$ cat src/rtl/lut_pkg.sv
// Shared types and constants for the programmable branch-target lookup table.
package lut_pkg;

   // Index geometry formerly hard-coded in the fixed PC-target LUT.
   localparam int LUT_AW    = 10;
   localparam int LUT_IW    = 4;
   localparam int LUT_DEPTH = 16;

   localparam logic [LUT_AW-1:0] LUT_DEFAULT_TARGET = 10'h001;

   typedef enum logic {
      INIT = 1'b0,
      RUN  = 1'b1
   } lut_state_t;

   typedef struct packed {
      logic              valid;
      logic              rel;
      logic [LUT_AW-1:0] data;
   } lut_entry_t;

   function automatic lut_entry_t lut_make_entry(input logic rel, input logic [LUT_AW-1:0] data);
      lut_entry_t e;
      e.valid = 1'b1;
      e.rel   = rel;
      e.data  = data;
      return e;
   endfunction

endpackage

$ cat src/rtl/lut_target_ram.sv
// Entry storage: one synchronous write port, one combinational read port.
module lut_target_ram
   import lut_pkg::*;
#(
   parameter int IW    = LUT_IW,
   parameter int DEPTH = LUT_DEPTH
) (
   input  logic          clk_i,
   input  logic          wr_en_i,
   input  logic [IW-1:0] wr_idx_i,
   input  lut_entry_t    wr_entry_i,
   input  logic [IW-1:0] rd_idx_i,
   output lut_entry_t    rd_entry_o
);

   lut_entry_t mem_q [DEPTH];

   // NOTE: no reset on the array; the top's INIT sweep clears it one entry per cycle.
   always_ff @(posedge clk_i) begin
      if (wr_en_i) begin
         mem_q[wr_idx_i] <= wr_entry_i;
      end
   end

   assign rd_entry_o = (int'(rd_idx_i) < DEPTH) ? mem_q[rd_idx_i] : '0;

endmodule

$ cat src/rtl/lut_target_table.sv
// Programmable branch-target LUT: INIT sweep, run-time writes, 1-cycle registered lookup.
// AW must equal lut_pkg::LUT_AW because the entry struct carries the data field.
module lut_target_table
   import lut_pkg::*;
#(
   parameter int              AW             = LUT_AW,
   parameter int              IW             = LUT_IW,
   parameter int              DEPTH          = LUT_DEPTH,
   parameter logic [AW-1:0]   DEFAULT_TARGET = LUT_DEFAULT_TARGET
) (
   input  logic          Clk,
   input  logic          Reset_n,
   output logic          Ready,
   input  logic          Rd_Req,
   input  logic [IW-1:0] Rd_Idx,
   input  logic [AW-1:0] Rd_PC,
   output logic          Rd_Valid,
   output logic [AW-1:0] Rd_Target,
   output logic          Rd_Miss,
   input  logic          Wr_En,
   input  logic [IW-1:0] Wr_Idx,
   input  logic [AW-1:0] Wr_Data,
   input  logic          Wr_Rel
);

   lut_state_t    state_q, state_d;
   logic [IW-1:0] cnt_q, cnt_d;
   logic          ready_q;
   logic          valid_q, miss_q;
   logic [AW-1:0] target_q;

   logic          run;
   logic          rd_accept;
   logic          wr_in_range;
   logic          rd_in_range;
   logic          ram_we;
   logic [IW-1:0] ram_widx;
   lut_entry_t    ram_wentry;
   lut_entry_t    ram_rentry;
   lut_entry_t    rd_entry;
   logic          rd_miss;
   logic [AW-1:0] rd_target;

   // NOTE: sequential state uses non-blocking assignments so every register samples pre-edge values.
   always_ff @(posedge Clk) begin
      if (!Reset_n) begin
         state_q <= INIT;
         cnt_q   <= '0;
         ready_q <= 1'b0;
      end else begin
         state_q <= state_d;
         cnt_q   <= cnt_d;
         ready_q <= (state_d == RUN);
      end
   end

   // NOTE: every always_comb output gets a default first, so no path can infer a latch.
   always_comb begin
      state_d = state_q;
      cnt_d   = cnt_q;
      if (state_q == INIT) begin
         cnt_d = cnt_q + 1'b1;
         if (int'(cnt_q) == DEPTH - 1) begin
            state_d = RUN;
            cnt_d   = '0;
         end
      end
   end

   always_comb begin
      run         = (state_q == RUN);
      wr_in_range = (int'(Wr_Idx) < DEPTH);
      rd_in_range = (int'(Rd_Idx) < DEPTH);
      rd_accept   = run && Rd_Req;
      ram_we      = 1'b0;
      ram_widx    = cnt_q;
      ram_wentry  = '0;
      if (!run) begin
         ram_we = Reset_n;
      end else if (Wr_En && wr_in_range) begin
         ram_we     = Reset_n;
         ram_widx   = Wr_Idx;
         ram_wentry = lut_make_entry(Wr_Rel, Wr_Data);
      end
   end

   lut_target_ram #(
      .IW    (IW),
      .DEPTH (DEPTH)
   ) u_ram (
      .clk_i      (Clk),
      .wr_en_i    (ram_we),
      .wr_idx_i   (ram_widx),
      .wr_entry_i (ram_wentry),
      .rd_idx_i   (Rd_Idx),
      .rd_entry_o (ram_rentry)
   );

   // A same-cycle write to the looked-up index is forwarded to the response.
   always_comb begin
      rd_entry = ram_rentry;
      if (run && Wr_En && wr_in_range && (Wr_Idx == Rd_Idx)) begin
         rd_entry = ram_wentry;
      end
      rd_miss   = !rd_in_range || !rd_entry.valid;
      rd_target = rd_entry.data;
      if (rd_miss) begin
         rd_target = DEFAULT_TARGET;
      end else if (rd_entry.rel) begin
         rd_target = Rd_PC + rd_entry.data;
      end
   end

   always_ff @(posedge Clk) begin
      if (!Reset_n) begin
         valid_q  <= 1'b0;
         miss_q   <= 1'b0;
         target_q <= '0;
      end else begin
         valid_q <= rd_accept;
         if (rd_accept) begin
            miss_q   <= rd_miss;
            target_q <= rd_target;
         end
      end
   end

   assign Ready     = ready_q;
   assign Rd_Valid  = valid_q;
   assign Rd_Miss   = miss_q;
   assign Rd_Target = target_q;

endmodule

$ cat config.mk
export PLATFORM = sky130hd
export DESIGN_NAME = lut_target_table
export DESIGN_NICKNAME = d
export VERILOG_FILES = /design/src/rtl/lut_pkg.sv /design/src/rtl/lut_target_ram.sv /design/src/rtl/lut_target_table.sv
export SDC_FILE = /design/constraint.sdc
export NUM_CORES = 1
export LEC_CHECK = 0
export CAP_MARGIN = 20
export CORE_MARGIN = 2
export CORE_UTILIZATION = 55
export DETAILED_ROUTE_END_ITERATION = 10
export PLACE_DENSITY_LB_ADDON = 0.15
export REMOVE_ABC_BUFFERS = 1
export SLEW_MARGIN = 10
export SYNTH_ARGS = -nofsm -noshare
export SYNTH_HDL_FRONTEND = slang
export SYNTH_SLANG_ARGS = --single-unit
$ cat constraint.sdc
create_clock -name Clk -period 11.2 [get_ports Clk]
set_clock_uncertainty 0.15 [all_clocks]
set_input_delay 1.12 -clock Clk [delete_from_list [all_inputs] [get_ports Clk]]
set_output_delay 1.12 -clock Clk [all_outputs]
set_load 0.05 [all_outputs]
==> results_dict.tcl, run 1 <==
set metrics [dict create \
    status "complete, no violations" \
    area_growth_pct 16.3 \
    setup-violations-final 0 \
    drive_gt1_share_pct 22.3 \
    cts_buffers 22 \
    reg2reg_from "Ready$_SDFF_PN0_" \
    pre_cts_slack_ns 5.40 \
    cts_tree "built" \
    ios 46 \
    final_nets 588 \
    via_per_inst 6.28 \
    grt_pass1_vias 4766 \
    p_leak_nw 3.72 \
    cap_violations 0 \
    synth_edf_count 192 \
    remaining_drc_errors 0 \
    period_minus_slack_ns 5.36 \
    tightest_slew_ns 1.09 \
    grt.overflow.total 0 \
    path_class "input port to register" \
    via_count 4870 \
    worstSetupEndpointType "register" \
    worstPathRequired_ns 11.48 \
    hp-class "register to register" \
    start_util_pct 55.9 \
    finalMaxSlewViolations 0 \
    core-area_sq_mm 0.0158 \
    portBuffers 45 \
    most-common-layout-cells "edfxtp_1, mux4_2, clkdlybuf4s50_1" \
    antenna_found_initial 0 \
    path_clk_slew_ns 0.06 \
    cts_root_buf "clkbuf_16" \
    cts_max_path_buffers 3 \
    fin_crit_sh_pct 47.9 \
    dp.cells 736 \
    grtUsageTotal_pct 24.9 \
    maxSlewHeadroom_pct 27.3 \
    ys_ff_latch 209 \
    dieArea_sq_mm 0.0171 \
    gp_congestion 0.859 \
    crit_fanout 25 \
    ir_drop_mv 0.113 \
    synth_ff_type "edfxtp_1" \
    clock_latency_ns 0.51 \
    n_fill_cell 1099 \
    hold_viol_final 0 \
    hold_ws_ns 0.305 \
    stdcell_area_sq_mm 0.0103 \
    dpl.hpwl_mm 12.0 \
    die_y_um 131 \
    drt_first_iter_violations 487 \
    grt_pass1_wl_mm 30.0 \
    row_count 46 \
    seq_area_frac_synth_pct 69.0 \
    postCtsSetupRepairBufs 0 \
    die_x_um 131 \
    grt_start_max_net_pins 51 \
    numClockSinks 209 \
    drt_wl_total_mm 20.7 \
    crit_path_start "Wr_En" \
    total_power_mw 1.70 \
    ff2ff_path_depth 12 \
    setup_slack_ns 5.84 \
    worstSetupEndpoint "Rd_Target[8]$_SDFFE_PN0P_" \
    critPathArrivalTime_ns 5.64 \
    htree_num_levels 1 \
    antenna_left 0 \
    r2r_slack_ns 6.37 \
    synthCells 479 \
    diodes 0 \
    post-route-util_pct 65.1 \
    setup_tns_ns 0 \
    drtPass1Iterations 5 \
    async_flop_share_pct 0 \
    p_per_area_mw_per_mm2 165 \
    timing.rr.end "Rd_Target[8]$_SDFFE_PN0P_" \
    postCtsHoldBufs 0 \
    fmax_mhz 187 \
    avgSynthCellArea_sq_um 18.5 \
    finalNonFillerCells 776 \
    cts_resized 0 \
    final_common_cell "edfxtp_1" \
    rsz0062_at_grt "false" \
    synth_area_sq_mm 0.00885 \
    wire_per_inst_um 26.6 \
    cp-start-kind "input port" \
    placed_cell_area_sq_mm 0.00956 \
    synth_cell_types 51 \
    synth_warnings 0 \
]
==> cells by family after synthesis <==
| family | count (synthesis) | synth area share [%] |
|---|---|---|
| AOI/OAI and AO/OA | 46 | 3.31 |
| xor gates and xnor gates | 12 | 1.19 |
| adders and majority gates | 11 | 1.64 |
| buffers and inverters | 27 | 1.85 |
| DFF | 209 | 69.0 |
| muxes | 82 | 17.9 |
| and+or+nand+nor | 92 | 5.19 |
==> metal layers <==
layer	track usage, %	part of all wire (%)	vias up
li1	-	-	2083
met1	36.0	43	2521
met2	39.5	47	218
met3	4.80	7.3	48
met4	7.20	2.6	0
met5	0	0	-
==> flip-flops by register name, indices dropped and copies added (netlist names) <==
signal / flops
u_ram.mem_q: 192
Rd_Target: 10
cnt_q: 4
Rd_Miss: 1
Rd_Valid: 1
Ready: 1
==> synth_stat cells, types with 2 or more instances <==
| library cell | number | area [sq um] |
|---|---|---|
| nand2b_1 | 2 | 12.5 |
| mux2_4 | 2 | 30.0 |
| buf_6 | 2 | 22.5 |
| and3_1 | 13 | 81.3 |
| mux2_2 | 13 | 146 |
| a21oi_1 | 15 | 75.1 |
| or3_1 | 2 | 12.5 |
| mux4_2 | 50 | 1130 |
| mux4_1 | 6 | 158 |
| o22ai_1 | 2 | 12.5 |
| clkbuf_1 | 7 | 26.3 |
| nand3b_1 | 2 | 15.0 |
| o2111ai_1 | 3 | 26.3 |
| a32oi_1 | 2 | 17.5 |
| xnor2_1 | 6 | 52.6 |
| o21ai_0 | 6 | 30.0 |
| nor2_1 | 28 | 105 |
| o211ai_1 | 3 | 22.5 |
| nor3_1 | 6 | 30.0 |
| buf_4 | 2 | 15.0 |
| mux2i_1 | 10 | 100 |
| a31oi_1 | 2 | 12.5 |
| a21o_1 | 2 | 15.0 |
| edfxtp_1 | 192 | 5770 |
| dfxtp_1 | 17 | 340 |
| xor2_1 | 6 | 52.6 |
| inv_1 | 5 | 18.8 |
| nor2b_1 | 2 | 12.5 |
| o21ai_1 | 4 | 20.0 |
| and2_1 | 3 | 18.8 |
| nand3_1 | 9 | 45.0 |
| nor3b_1 | 3 | 22.5 |
| or4_1 | 2 | 15.0 |
| buf_2 | 6 | 30.0 |
| nand2_1 | 17 | 63.8 |
| buf_12 | 2 | 40.0 |
| ha_1 | 10 | 125 |
| o21bai_1 | 2 | 15.0 |
==> report_power, final <==
part | total, mW | internal [mW] | switching, mW
logic | 0.110 | 0.0517 | 0.0586
clock network | 0.734 | 0.444 | 0.290
registers | 0.854 | 0.850 | 0.00379
==> layout make-up <==
type,count,area [sq um],share of cell area (%)
tap,216,270,2.62
clock buffer,26,586,5.68
sequential,209,6110,59.3
timing repair buffer,61,561,5.44
clock inverter,14,158,1.53
multi-input combinational,243,2590,25.2
inverter,7,26.3,0.255
==> worst min-delay path by stage <==
stage | start | to | slack [ns] | cells after the start
global placement | Rd_Target[2]$_SDFFE_PN0P_ | Rd_Target[2]$_SDFFE_PN0P_ | 0.29 | 2
CTS | Rd_Target[1]$_SDFFE_PN0P_ | Rd_Target[1]$_SDFFE_PN0P_ | 0.30 | 2
finish | Rd_Target[1]$_SDFFE_PN0P_ | Rd_Target[1]$_SDFFE_PN0P_ | 0.31 | 2
detailed placement | Rd_Target[1]$_SDFFE_PN0P_ | Rd_Target[1]$_SDFFE_PN0P_ | 0.29 | 2
floorplan | cnt_q[3]$_SDFFE_PN0N_ | cnt_q[3]$_SDFFE_PN0N_ | 0.32 | 2
global route | Rd_Target[1]$_SDFFE_PN0P_ | Rd_Target[1]$_SDFFE_PN0P_ | 0.33 | 2
==> worst max-delay path, stage by stage <==
cell and delay (ns):
clkdlybuf4s50_1 0.77, nand2_1 0.21, inv_2 0.38, nand3_1 0.70, mux2_4 0.54, ha_1 0.23
fa_1 0.44, a21oi_1 0.24, o211ai_1 0.16, o41ai_1 0.36, xnor2_1 0.17, a32oi_1 0.12
a21oi_1 0.18
No activity file was read; power rests on OpenSTA's default activity.
==> run 2: changes to the inputs <==
--- a/config.mk
+++ b/config.mk
@@ -7,7 +7,7 @@
 export LEC_CHECK = 0
 export CAP_MARGIN = 20
 export CORE_MARGIN = 2
-export CORE_UTILIZATION = 55
+export CORE_UTILIZATION = 54
 export DETAILED_ROUTE_END_ITERATION = 10
 export PLACE_DENSITY_LB_ADDON = 0.15
 export REMOVE_ABC_BUFFERS = 1
==> constraint.sdc (replaced) <==
create_clock -name Clk -period 4.6 [get_ports Clk]
set_clock_uncertainty 0.15 [all_clocks]
set_input_delay 0.46 -clock Clk [delete_from_list [all_inputs] [get_ports Clk]]
set_output_delay 0.46 -clock Clk [all_outputs]
set_load 0.05 [all_outputs]
==> run 2 against run 1 <==
- design area up 1.3%
- non-clock buffer count up 12
- count of clock-buffer cells in the layout down 3
- wire length down 3.5%
- critical path type unchanged
- largest power group unchanged
==> results_dict.tcl, run 2 (synthesized netlist as in run 1, its figures left out) <==
set metrics [dict create \
    placed_cell_area_sq_mm 0.00968 \
    cp-start-kind "input port" \
    p_sw_uw 864 \
    fin_crit_sh_pct 84.0 \
    timing.rr.end "Rd_Target[9]$_SDFFE_PN0P_" \
    numClockSinks 209 \
    hp-class "register to register" \
    n_fill_cell 1105 \
    crit_fanout 27 \
    p_comb_share_pct 6.6 \
    cts_root_buf "clkbuf_16" \
    clkPwrFrac_pct 43.6 \
    sw_frac_of_total_pct 20.7 \
    path_class "input port to register" \
    drt_first_iter_violations 467 \
    setup_tns_ns 0 \
    r2r_slack_ns 0.78 \
    postCtsSetupRepairBufs 0 \
    critPathArrivalTime_ns 4.13 \
    largest_reg_flops 192 \
    ff2ff_path_depth 10 \
    grt_pass1_wl_mm 30.0 \
    die_y_um 132 \
    dieArea_sq_mm 0.0174 \
    stdcell_area_sq_mm 0.0104 \
    ios 46 \
    final_common_cell "edfxtp_1" \
    finalMaxSlewViolations 0 \
    p_per_area_mw_per_mm2 400 \
    diodes 0 \
    grt_pass1_vias 4818 \
    fmax_mhz 259 \
    drtPass1Iterations 7 \
    setup-violations-final 0 \
    tightest_slew_ns 0.801 \
    drive_gt1_share_pct 23.3 \
    final_nets 600 \
    cap_violations 0 \
    post-route-util_pct 65.4 \
    clock_latency_ns 0.50 \
    core-area_sq_mm 0.0159 \
    path_clk_slew_ns 0.06 \
    worstSetupEndpointType "register" \
    min_path_cells 2 \
    internal-power_mw 3.31 \
    drt_wl_total_mm 19.9 \
    die_x_um 132 \
    gp_congestion 0.844 \
    most-common-layout-cells "edfxtp_1, mux4_2, clkdlybuf4s50_1" \
    dpl.hpwl_mm 12.1 \
    cts_tree "built" \
    postCtsHoldBufs 0 \
    cts_buffers 22 \
    status "complete, no violations" \
    cts_max_path_buffers 3 \
    portBuffers 45 \
    htree_num_levels 1 \
    grt_start_max_net_pins 28 \
    pre_cts_slack_ns 0.237 \
    start_util_pct 55.5 \
    via_count 4880 \
    antenna_found_initial 0 \
    cts_resized 0 \
    remaining_drc_errors 0 \
    seq_power_share_pct 49.8 \
    grtUsageTotal_pct 23.4 \
    row_count 46 \
    setup_slack_ns 0.737 \
    maxSlewHeadroom_pct 46.3 \
    period_minus_slack_ns 3.86 \
    top_register "u_ram.mem_q" \
    worstHoldStart "Rd_Target[1]$_SDFFE_PN0P_" \
    wire_per_inst_um 25.3 \
    total_power_mw 4.17 \
    grt.overflow.total 0 \
    via_per_inst 6.19 \
    worstPathRequired_ns 4.87 \
    antenna_left 0 \
    reg2reg_from "u_ram.mem_q[13][1]$_DFFE_PP_" \
    p_leak_nw 3.80 \
    hold_viol_final 0 \
    ir_drop_mv 0.243 \
    hold_end "Rd_Target[1]$_SDFFE_PN0P_" \
    rsz0062_at_grt "false" \
    area_growth_pct 17.8 \
]
==> run 2: changes by cell type in the layout (fill, tap and decap cells not counted), moves of 2 or more <==
cell,change
buf_12,+3
buf_4,+9
clkbuf_8,-2
nor2_1,+4
nor2_2,-4
==> run 2: critical path, stage by stage <==
cell      delay (ns)
buf_2           0.21
buf_12          0.26
mux4_1          0.58
mux4_2          0.46
mux2_4          0.27
ha_1            0.21
fa_1            0.44
a21oi_1         0.23
o211ai_1        0.16
o41ai_1         0.36
xnor2_1         0.17
a32oi_1         0.11
a21oi_1         0.18
==> run 2: metrics by stage <==
step | std cells | hold slack, ns
2_1_floorplan | 459 | 0.316
3_3_place_gp | 748 | 0.291
3_5_place_dp | 748 | 0.294
4_1_cts | 788 | 0.302
5_1_grt | 788 | 0.315
6_report | 788 | 0.299
==> run 2: metal layers <==
| layer | up-vias | part of all wire, % | global-route usage, % |
|---|---|---|---|
| li1 | 2115 | - | - |
| met1 | 2503 | 41 | 33.2 |
| met2 | 223 | 48 | 37.3 |
| met3 | 39 | 7.4 | 3.42 |
| met4 | 0 | 3.1 | 9.06 |
| met5 | - | 0 | 0 |
==> run 2: worst max path at each step <==
stage                      from                         to  slack (ns)  cells past startpoint
6_report              Rd_Idx[0]  Rd_Target[8]$_SDFFE_PN0P_        0.74                     13
5_1_grt               Rd_Idx[0]  Rd_Target[8]$_SDFFE_PN0P_        0.53                     13
4_1_cts               Rd_Idx[0]  Rd_Target[8]$_SDFFE_PN0P_        0.75                     13
3_5_place_dp          Rd_Idx[0]  Rd_Target[8]$_SDFFE_PN0P_        0.24                     13
3_3_place_gp          Rd_Idx[0]  Rd_Target[8]$_SDFFE_PN0P_        0.31                     13
2_1_floorplan  Ready$_SDFF_PN0_  Rd_Target[9]$_SDFFE_PN0P_        0.43                     11
==> run 2: final cells by class <==
class | instances | area [sq um] | share of cell area [%]
timing repair buffer | 73 | 688 | 6.60
clock buffer | 23 | 554 | 5.31
clock inverter | 17 | 200 | 1.92
multi-input combinational | 243 | 2580 | 24.8
sequential | 209 | 6110 | 58.5
tap | 216 | 270 | 2.59
inverter | 7 | 26.3 | 0.252
==> run 2: power groups by stage <==
stage                     sequential (mW)  combinational [mW]  clock (mW)
after CTS                            2.08               0.278        1.85
final                                2.08               0.276        1.82
after floorplan                      2.11               0.151           0
after global routing                 2.08               0.296        1.92
after global placement               2.12               0.271           0
after detailed placement             2.12               0.275           0
